### src/rtl/ld_st_exec_unit.sv
// Load/store execute: pops the LSQ head, forms the address, issues one dmem access, returns the result on the CDB.
// Latency 5 cycles with a 1-cycle memory; holds the CDB request until granted and never pops while busy.
package ld_st_pkg;
  localparam int BMASK_W  = 4;
  localparam int BR_BIT_W = $clog2(BMASK_W);

  typedef struct packed {
    logic                valid;
    logic                ready;
    logic                is_store;
    logic [2:0]          funct3;
    logic [11:0]         imm;
    logic [5:0]          rd_paddr;
    logic [4:0]          rob_idx;
    logic [BMASK_W-1:0]  bmask;
  } ld_st_data_pkt_t;

  typedef struct packed {
    logic                cdb_broadcast;
    logic [5:0]          cdb_p_addr;
    logic [4:0]          rob_idx;
    logic [31:0]         data;
    logic                br_mispred;
    logic [BR_BIT_W-1:0] br_bit;
  } cdb_pkt_t;
endpackage

module ld_st_exec_unit #(
  parameter int BMASK_W = 4
) (
  input  logic                       clk,
  input  logic                       rst_n,
  input  ld_st_pkg::ld_st_data_pkt_t q_head,
  input  logic                       q_empty,
  output logic                       q_ren,
  input  logic [31:0]                prf_rs1_v,
  input  logic [31:0]                prf_rs2_v,
  input  ld_st_pkg::cdb_pkt_t        br_pkt,
  output logic [31:0]                dmem_addr,
  output logic [3:0]                 dmem_rmask,
  output logic [3:0]                 dmem_wmask,
  output logic [31:0]                dmem_wdata,
  input  logic [31:0]                dmem_rdata,
  input  logic                       dmem_resp,
  output logic                       cdb_req,
  input  logic                       cdb_gnt,
  output ld_st_pkg::cdb_pkt_t        cdb_out
);

  typedef enum logic [2:0] {
    IDLE  = 3'd0,
    OPRD  = 3'd1,
    REQ   = 3'd2,
    WAIT  = 3'd3,
    BCAST = 3'd4,
    DRAIN = 3'd5
  } state_t;

  state_t state_q, state_d;

  logic               is_store_q;
  logic [2:0]         funct3_q;
  logic [11:0]        imm_q;
  logic [5:0]         rd_paddr_q;
  logic [4:0]         rob_idx_q;
  logic [BMASK_W-1:0] bmask_q;
  logic [31:0]        addr_q;
  logic [31:0]        rs2_q;
  logic [31:0]        ld_data_q;

  logic               mispred;
  logic               resolve;
  logic               squash;
  logic [BMASK_W-1:0] clr_vec;
  logic               head_pop;
  logic               head_take;
  logic [1:0]         offset;
  logic [3:0]         acc_mask;
  logic [31:0]        ld_shift;
  logic [31:0]        ld_ext;

  logic unused_br;
  assign unused_br = ^{br_pkt.cdb_p_addr, br_pkt.rob_idx, br_pkt.data};

  assign mispred = br_pkt.cdb_broadcast & br_pkt.br_mispred;
  assign resolve = br_pkt.cdb_broadcast & ~br_pkt.br_mispred;
  assign squash  = mispred & bmask_q[br_pkt.br_bit] & (state_q != IDLE);
  assign clr_vec = resolve ? (BMASK_W'(1) << br_pkt.br_bit) : '0;

  // A mispredict rewinds the queue pointers, so the head must not be popped that cycle.
  assign head_pop  = rst_n & (state_q == IDLE) & ~q_empty & ~mispred &
                     (~q_head.valid | q_head.ready);
  assign head_take = head_pop & q_head.valid;

  assign offset   = addr_q[1:0];
  assign ld_shift = dmem_rdata >> {offset, 3'b000};

  always_comb begin
    acc_mask = 4'b1111;
    case (funct3_q[1:0])
      2'b00:   acc_mask = 4'b0001 << offset;
      2'b01:   acc_mask = 4'b0011 << offset;
      default: acc_mask = 4'b1111;
    endcase
  end

  always_comb begin
    ld_ext = ld_shift;
    case (funct3_q)
      3'b000:  ld_ext = {{24{ld_shift[7]}}, ld_shift[7:0]};
      3'b001:  ld_ext = {{16{ld_shift[15]}}, ld_shift[15:0]};
      3'b100:  ld_ext = {24'd0, ld_shift[7:0]};
      3'b101:  ld_ext = {16'd0, ld_shift[15:0]};
      default: ld_ext = ld_shift;
    endcase
  end

  always_ff @(posedge clk or negedge rst_n) begin
    if (!rst_n) begin
      state_q <= IDLE;
    end else begin
      state_q <= state_d;
    end
  end

  always_ff @(posedge clk or negedge rst_n) begin
    if (!rst_n) begin
      is_store_q <= 1'b0;
      funct3_q   <= '0;
      imm_q      <= '0;
      rd_paddr_q <= '0;
      rob_idx_q  <= '0;
      bmask_q    <= '0;
      addr_q     <= '0;
      rs2_q      <= '0;
      ld_data_q  <= '0;
    end else begin
      if (head_take) begin
        is_store_q <= q_head.is_store;
        funct3_q   <= q_head.funct3;
        imm_q      <= q_head.imm;
        rd_paddr_q <= q_head.rd_paddr;
        rob_idx_q  <= q_head.rob_idx;
        bmask_q    <= q_head.bmask & ~clr_vec;
      end else if (state_q != IDLE) begin
        bmask_q <= bmask_q & ~clr_vec;
      end
      if (state_q == OPRD) begin
        addr_q <= prf_rs1_v + {{20{imm_q[11]}}, imm_q};
        rs2_q  <= prf_rs2_v;
      end
      if ((state_q == REQ || state_q == WAIT) && dmem_resp && !squash) begin
        ld_data_q <= ld_ext;
      end
    end
  end

  always_comb begin
    state_d    = state_q;
    q_ren      = head_pop;
    dmem_addr  = '0;
    dmem_rmask = '0;
    dmem_wmask = '0;
    dmem_wdata = '0;
    cdb_req    = 1'b0;
    cdb_out    = '0;

    case (state_q)
      IDLE: begin
        if (head_take) state_d = OPRD;
      end
      OPRD: begin
        state_d = squash ? IDLE : REQ;
      end
      REQ: begin
        if (squash) begin
          state_d = IDLE;
        end else begin
          dmem_addr = {addr_q[31:2], 2'b00};
          if (is_store_q) begin
            dmem_wmask = acc_mask;
            dmem_wdata = rs2_q << {offset, 3'b000};
          end else begin
            dmem_rmask = acc_mask;
          end
          state_d = dmem_resp ? BCAST : WAIT;
        end
      end
      WAIT: begin
        // A response arriving alongside the squash closes the access; otherwise drain it later.
        if (squash) begin
          state_d = dmem_resp ? IDLE : DRAIN;
        end else if (dmem_resp) begin
          state_d = BCAST;
        end
      end
      BCAST: begin
        if (squash) begin
          state_d = IDLE;
        end else begin
          cdb_req               = 1'b1;
          cdb_out.cdb_broadcast = cdb_gnt;
          cdb_out.rob_idx       = rob_idx_q;
          if (!is_store_q) begin
            cdb_out.cdb_p_addr = rd_paddr_q;
            cdb_out.data       = ld_data_q;
          end
          if (cdb_gnt) state_d = IDLE;
        end
      end
      DRAIN: begin
        if (dmem_resp) state_d = IDLE;
      end
      default: state_d = IDLE;
    endcase
  end

endmodule

### config.mk
export PLATFORM = sky130hd
export DESIGN_NAME = ld_st_exec_unit
export DESIGN_NICKNAME = d
export VERILOG_FILES = /design/src/rtl/ld_st_exec_unit.sv
export SDC_FILE = /design/constraint.sdc
export NUM_CORES = 1
export LEC_CHECK = 0
export ABC_AREA = 1
export BUFFER_PORTS_ARGS = -buffer_cell sky130_fd_sc_hd__buf_2
export CORE_ASPECT_RATIO = 0.5
export CORE_MARGIN = 2
export CORE_UTILIZATION = 30
export CTS_CLUSTER_DIAMETER = 100
export CTS_CLUSTER_SIZE = 40
export DETAILED_ROUTE_END_ITERATION = 16
export HOLD_SLACK_MARGIN = 0.06
export SYNTH_ARGS = -nofsm -noshare
export SYNTH_HDL_FRONTEND = slang
export SYNTH_SLANG_ARGS = --single-unit
### constraint.sdc
create_clock -name clk -period 5.3 [get_ports clk]
set_clock_uncertainty 0.05 [all_clocks]
set_input_delay 0.265 -clock clk [delete_from_list [all_inputs] [get_ports clk]]
set_output_delay 0.265 -clock clk [all_outputs]
set_load 0.02 [all_outputs]
==> Flow_metrics.wiki <==
{| class="wikitable"
! Metric !! Value
|-
| Number of filler cells placed in the layout || 3,305
|-
| Post-Synthesis Cells || 1,457
|-
| Initial standard-cell utilization of the core || 30.6%
|-
| Mean cell area of the mapped netlist || 6.40 um^2
|-
| Kind of start point of the critical path || flop
|-
| Setup Buffers After CTS || 0
|-
| Post-DP HPWL || 23,100 um
|-
| First drt pass iteration count || 5
|-
| Number of H-tree levels || 4
|-
| Tightest Hold Check Type || in -> reg
|-
| Width of the die || 253 um
|-
| Area of the multi-input gates || 0.00490 mm^2
|-
| Number of buffers added on ports || 253
|-
| Die Height || roughly 130 um
|-
| Share of layout cells above drive strength 1 || 19.1%
|-
| Highest ir drop seen on vdd || between 0.15 and 0.2 mV
|-
| Commonest register cell after synthesis || sky130_fd_sc_hd__dfrtp_1
|-
| Clock latency at the later pin of the worst-skew pair || 430 ps
|-
| Count of cells along the worst register-to-register path || 8
|-
| Cell area after synthesis || ~0.0093 mm^2
|-
| Warnings from Yosys || 0
|-
| Cells on Worst Hold Path || 3
|-
| Top layer in use || met5
|-
| Setup Total Neg Slack || 0 ps
|-
| Number of enable-type register cells in the synthesized netlist || 0
|-
| Total of hold buffers inserted after clock tree synthesis || 61
|-
| TritonCTS Buffers || 17
|-
| Overall via count from detail_route || 9,685
|-
| Core Area || 0.0305 mm^2
|-
| Result of the run || completed
|-
| Clock Path Buffers || 2
|-
| Final number of hold-violating endpoints || 0
|-
| Violation count after the first detailed-routing iteration || 602
|-
| Count of standard-cell rows || 45
|-
| Lkg Pwr || 6.88 nW
|-
| Min Tclk post-route || 3260 ps
|-
| Routed wl met3 || 1130 um
|-
| Clock tree from TritonCTS || built
|-
| Data arrival time of the worst path || 2940 ps
|-
| Number of global-route vias before repair || approximately 9,200
|-
| Sequential share of the synthesized area || around a third
|-
| Detail Route Antenna Nets || 0
|-
| Unrepaired setup endpoints after global routing || false
|-
| Setup crit end kind || output pin
|-
| Largest fanout of any net on the critical path || 32
|-
| Count of antenna diodes in the layout || 0
|-
| Total setup violations reported at the end of the flow || 0
|-
| Max-cap violations || 0
|-
| Largest net degree at the start of global routing || 66
|-
| Number of top-level pins || 302
|-
| Register clock-pin slew on the reported worst setup and hold paths || around 50 ps
|-
| Start-to-end type of the worst setup path || reg -> out
|-
| Unique masters post-synth || 34
|-
| Clk root buf || sky130_fd_sc_hd__clkbuf_16
|-
| Highest clock rate || 0.307 GHz
|-
| Global-route total usage across every layer || 19.0%
|-
| Number of instances resized during post-cts repair || 0
|-
| Storage element area || 0.00326 mm^2
|-
| Final max-slew violation count || 0
|-
| Max transition margin || between 40% and 50%
|-
| Worst Max-Slew Pin Slew || roughly 840 ps
|-
| Sum of routed wire segments on met1 || ~13,000 um
|-
| Pwr dens || 542 mW/mm^2
|-
| Worst hold slack || between 90 and 100 ps
|-
| Wire length of the first global-routing pass || 48,000 um
|-
| Weighted congestion reported at the end of routability-driven placement || 0.907
|-
| Overflow left after global routing || 0
|-
| Initial antenna violation count || 1
|-
| Layout-stage area growth over the synthesis result || 29.3%
|-
| WP data required || 4990 ps
|-
| Count of clock tree sinks || 130
|-
| Fraction of the cycle the final worst path needs || between 60 and 70%
|-
| Final routed wire length divided by cell count || 14.1 um
|-
| Number of nets in the finished design || slightly below 2,000
|-
| Flops & latches, synth || 130
|-
| Share of synthesized flip-flops with an asynchronous set or reset || between 90% and 100%
|-
| Total wirelength of the detailed-routed design || 30,800 um
|-
| Ratio of routed vias to standard cells || 4.45
|-
| Full die area || ~0.033 mm^2
|-
| WL met2 || 15,500 um
|-
| Drc violations || 0
|}
==> synth_stat cells (8+ instances only) <==
cell                       count  area share [%]
sky130_fd_sc_hd__a21oi_1      60             3.2
sky130_fd_sc_hd__buf_2        23             1.2
sky130_fd_sc_hd__buf_4         9            0.72
sky130_fd_sc_hd__clkbuf_1     24            0.97
sky130_fd_sc_hd__dfrtp_1     130              35
sky130_fd_sc_hd__ha_1         31             4.2
sky130_fd_sc_hd__inv_1       227             9.1
sky130_fd_sc_hd__mux2_2       14             1.7
sky130_fd_sc_hd__mux2i_1       8            0.86
sky130_fd_sc_hd__nand2_1     488              20
sky130_fd_sc_hd__nand2_2      14            0.94
sky130_fd_sc_hd__nand3_1      54             2.9
sky130_fd_sc_hd__nor2_1      180             7.2
sky130_fd_sc_hd__nor3_1       18            0.97
sky130_fd_sc_hd__o21ai_0     107             5.7
sky130_fd_sc_hd__o21ai_1      17            0.91
sky130_fd_sc_hd__xnor2_1      15             1.4
==> path summary, 6_finish.rpt <==
check	from	to	slack, ps
worst max-delay path	bmask_q[2]$_DFFE_PN0P_	dmem_wdata[31]	2040
worst min-delay path	q_head[3]	bmask_q[3]$_DFFE_PN0P_	100
worst max register to register	addr_q[0]$_DFFE_PN0N_	ld_data_q[19]$_DFFE_PN0P_	2510
worst min register to register	addr_q[25]$_DFFE_PN0N_	addr_q[25]$_DFFE_PN0N_	430
max in group asynchronous	rst_n	addr_q[0]$_DFFE_PN0N_	3280
min in group asynchronous	rst_n	imm_q[6]$_DFFE_PN0N_	260
==> layout make-up <==
type	instances	share of cell area (%)
Multi-Input combinational cell	1040	40.7
Sequential cell	130	27.0
Timing Repair Buffer	322	16.1
Inverter	230	7.16
Tap cell	423	4.39
Clock buffer	23	3.80
Clock inverter	9	0.892
==> power breakdown <==
group | switching [mW] | total [mW] | leakage (nW) | internal, mW
registers | 0.288 | 1.76 | 1.59 | 1.47
clock network | 0.464 | 1.17 | 0.271 | 0.703
logic | 2.40 | 3.62 | 5.02 | 1.22
total | 3.15 | 6.54 | 6.88 | 3.40
==> sequential cells by signal (all words and copies together) (netlist names), 3 cells and up <==
signal      cells
bmask_q         4
rd_paddr_q      6
imm_q          12
rob_idx_q       5
state_q         3
funct3_q        3
ld_data_q      32
rs2_q          32
addr_q         32
==> cell usage in the layout, fill, tap and decap left out, types with 5 or more instances in the layout <==
master / netlist / layout
sky130_fd_sc_hd__a21oi_1: 60 / 60
sky130_fd_sc_hd__buf_2: 23 / 252
sky130_fd_sc_hd__buf_4: 9 / 8
sky130_fd_sc_hd__clkbuf_1: 24 / 5
sky130_fd_sc_hd__clkbuf_16: 0 / 17
sky130_fd_sc_hd__conb_1: 1 / 5
sky130_fd_sc_hd__dfrtp_1: 130 / 128
sky130_fd_sc_hd__dlygate4sd3_1: 0 / 61
sky130_fd_sc_hd__ha_1: 31 / 31
sky130_fd_sc_hd__inv_1: 227 / 226
sky130_fd_sc_hd__mux2_2: 14 / 14
sky130_fd_sc_hd__mux2i_1: 8 / 8
sky130_fd_sc_hd__nand2_1: 488 / 487
sky130_fd_sc_hd__nand2_2: 14 / 15
sky130_fd_sc_hd__nand3_1: 54 / 53
sky130_fd_sc_hd__nor2_1: 180 / 180
sky130_fd_sc_hd__nor3_1: 18 / 18
sky130_fd_sc_hd__o21ai_0: 107 / 107
sky130_fd_sc_hd__o21ai_1: 17 / 17
sky130_fd_sc_hd__o21ai_2: 5 / 5
sky130_fd_sc_hd__xnor2_1: 15 / 15
==> through the flow <==
| step | std cells | setup slack [ps] | instance area, um^2 | power (mW) | util, % |
|---|---|---|---|---|---|
| floorplan | 1461 | 3350 | 9340 | 4.39 | - |
| global route | 2177 | 1800 | 12100 | 7.20 | 39.6 |
| CTS | 2177 | 1980 | 12100 | 6.61 | 39.6 |
| finish | 2177 | 2040 | 12100 | 6.54 | 39.6 |
| detailed placement | 2084 | 2380 | 10900 | 5.37 | 35.7 |
| global placement | 2084 | 2430 | 10900 | 5.33 | 35.7 |
==> critical path, cell delays in order, from the launching register on <==
cell                      delay [ps]
sky130_fd_sc_hd__dfrtp_1         320
sky130_fd_sc_hd__inv_1            50
sky130_fd_sc_hd__nor2_1           80
sky130_fd_sc_hd__a21oi_1          50
sky130_fd_sc_hd__o21ai_2         200
sky130_fd_sc_hd__nand2_2         120
sky130_fd_sc_hd__nand2_2         510
sky130_fd_sc_hd__inv_1           240
sky130_fd_sc_hd__nand2_1         610
sky130_fd_sc_hd__nor2_1          130
sky130_fd_sc_hd__buf_2           200
==> routing by layer <==
layer | vias to the layer above | GRT usage, %
met1 | 4405 | 23.1
met2 | 186 | 34.0
met3 | 45 | 3.01
met5 | - | 0
met4 | 2 | 7.38
li1 | 5047 | -
==> logic make-up after synthesis <==
family | after synthesis | synth area share, %
and+or+nand+nor | 767 | 32.8
AOI/OAI and AO/OA | 199 | 11.2
other | 1 | 0.0402
DFF | 130 | 34.9
adders and majority gates | 32 | 4.37
buffers and inverters | 291 | 12.8
xor gates and xnor gates | 15 | 1.41
muxes | 22 | 2.55
(Power assumes the default switching activity.)
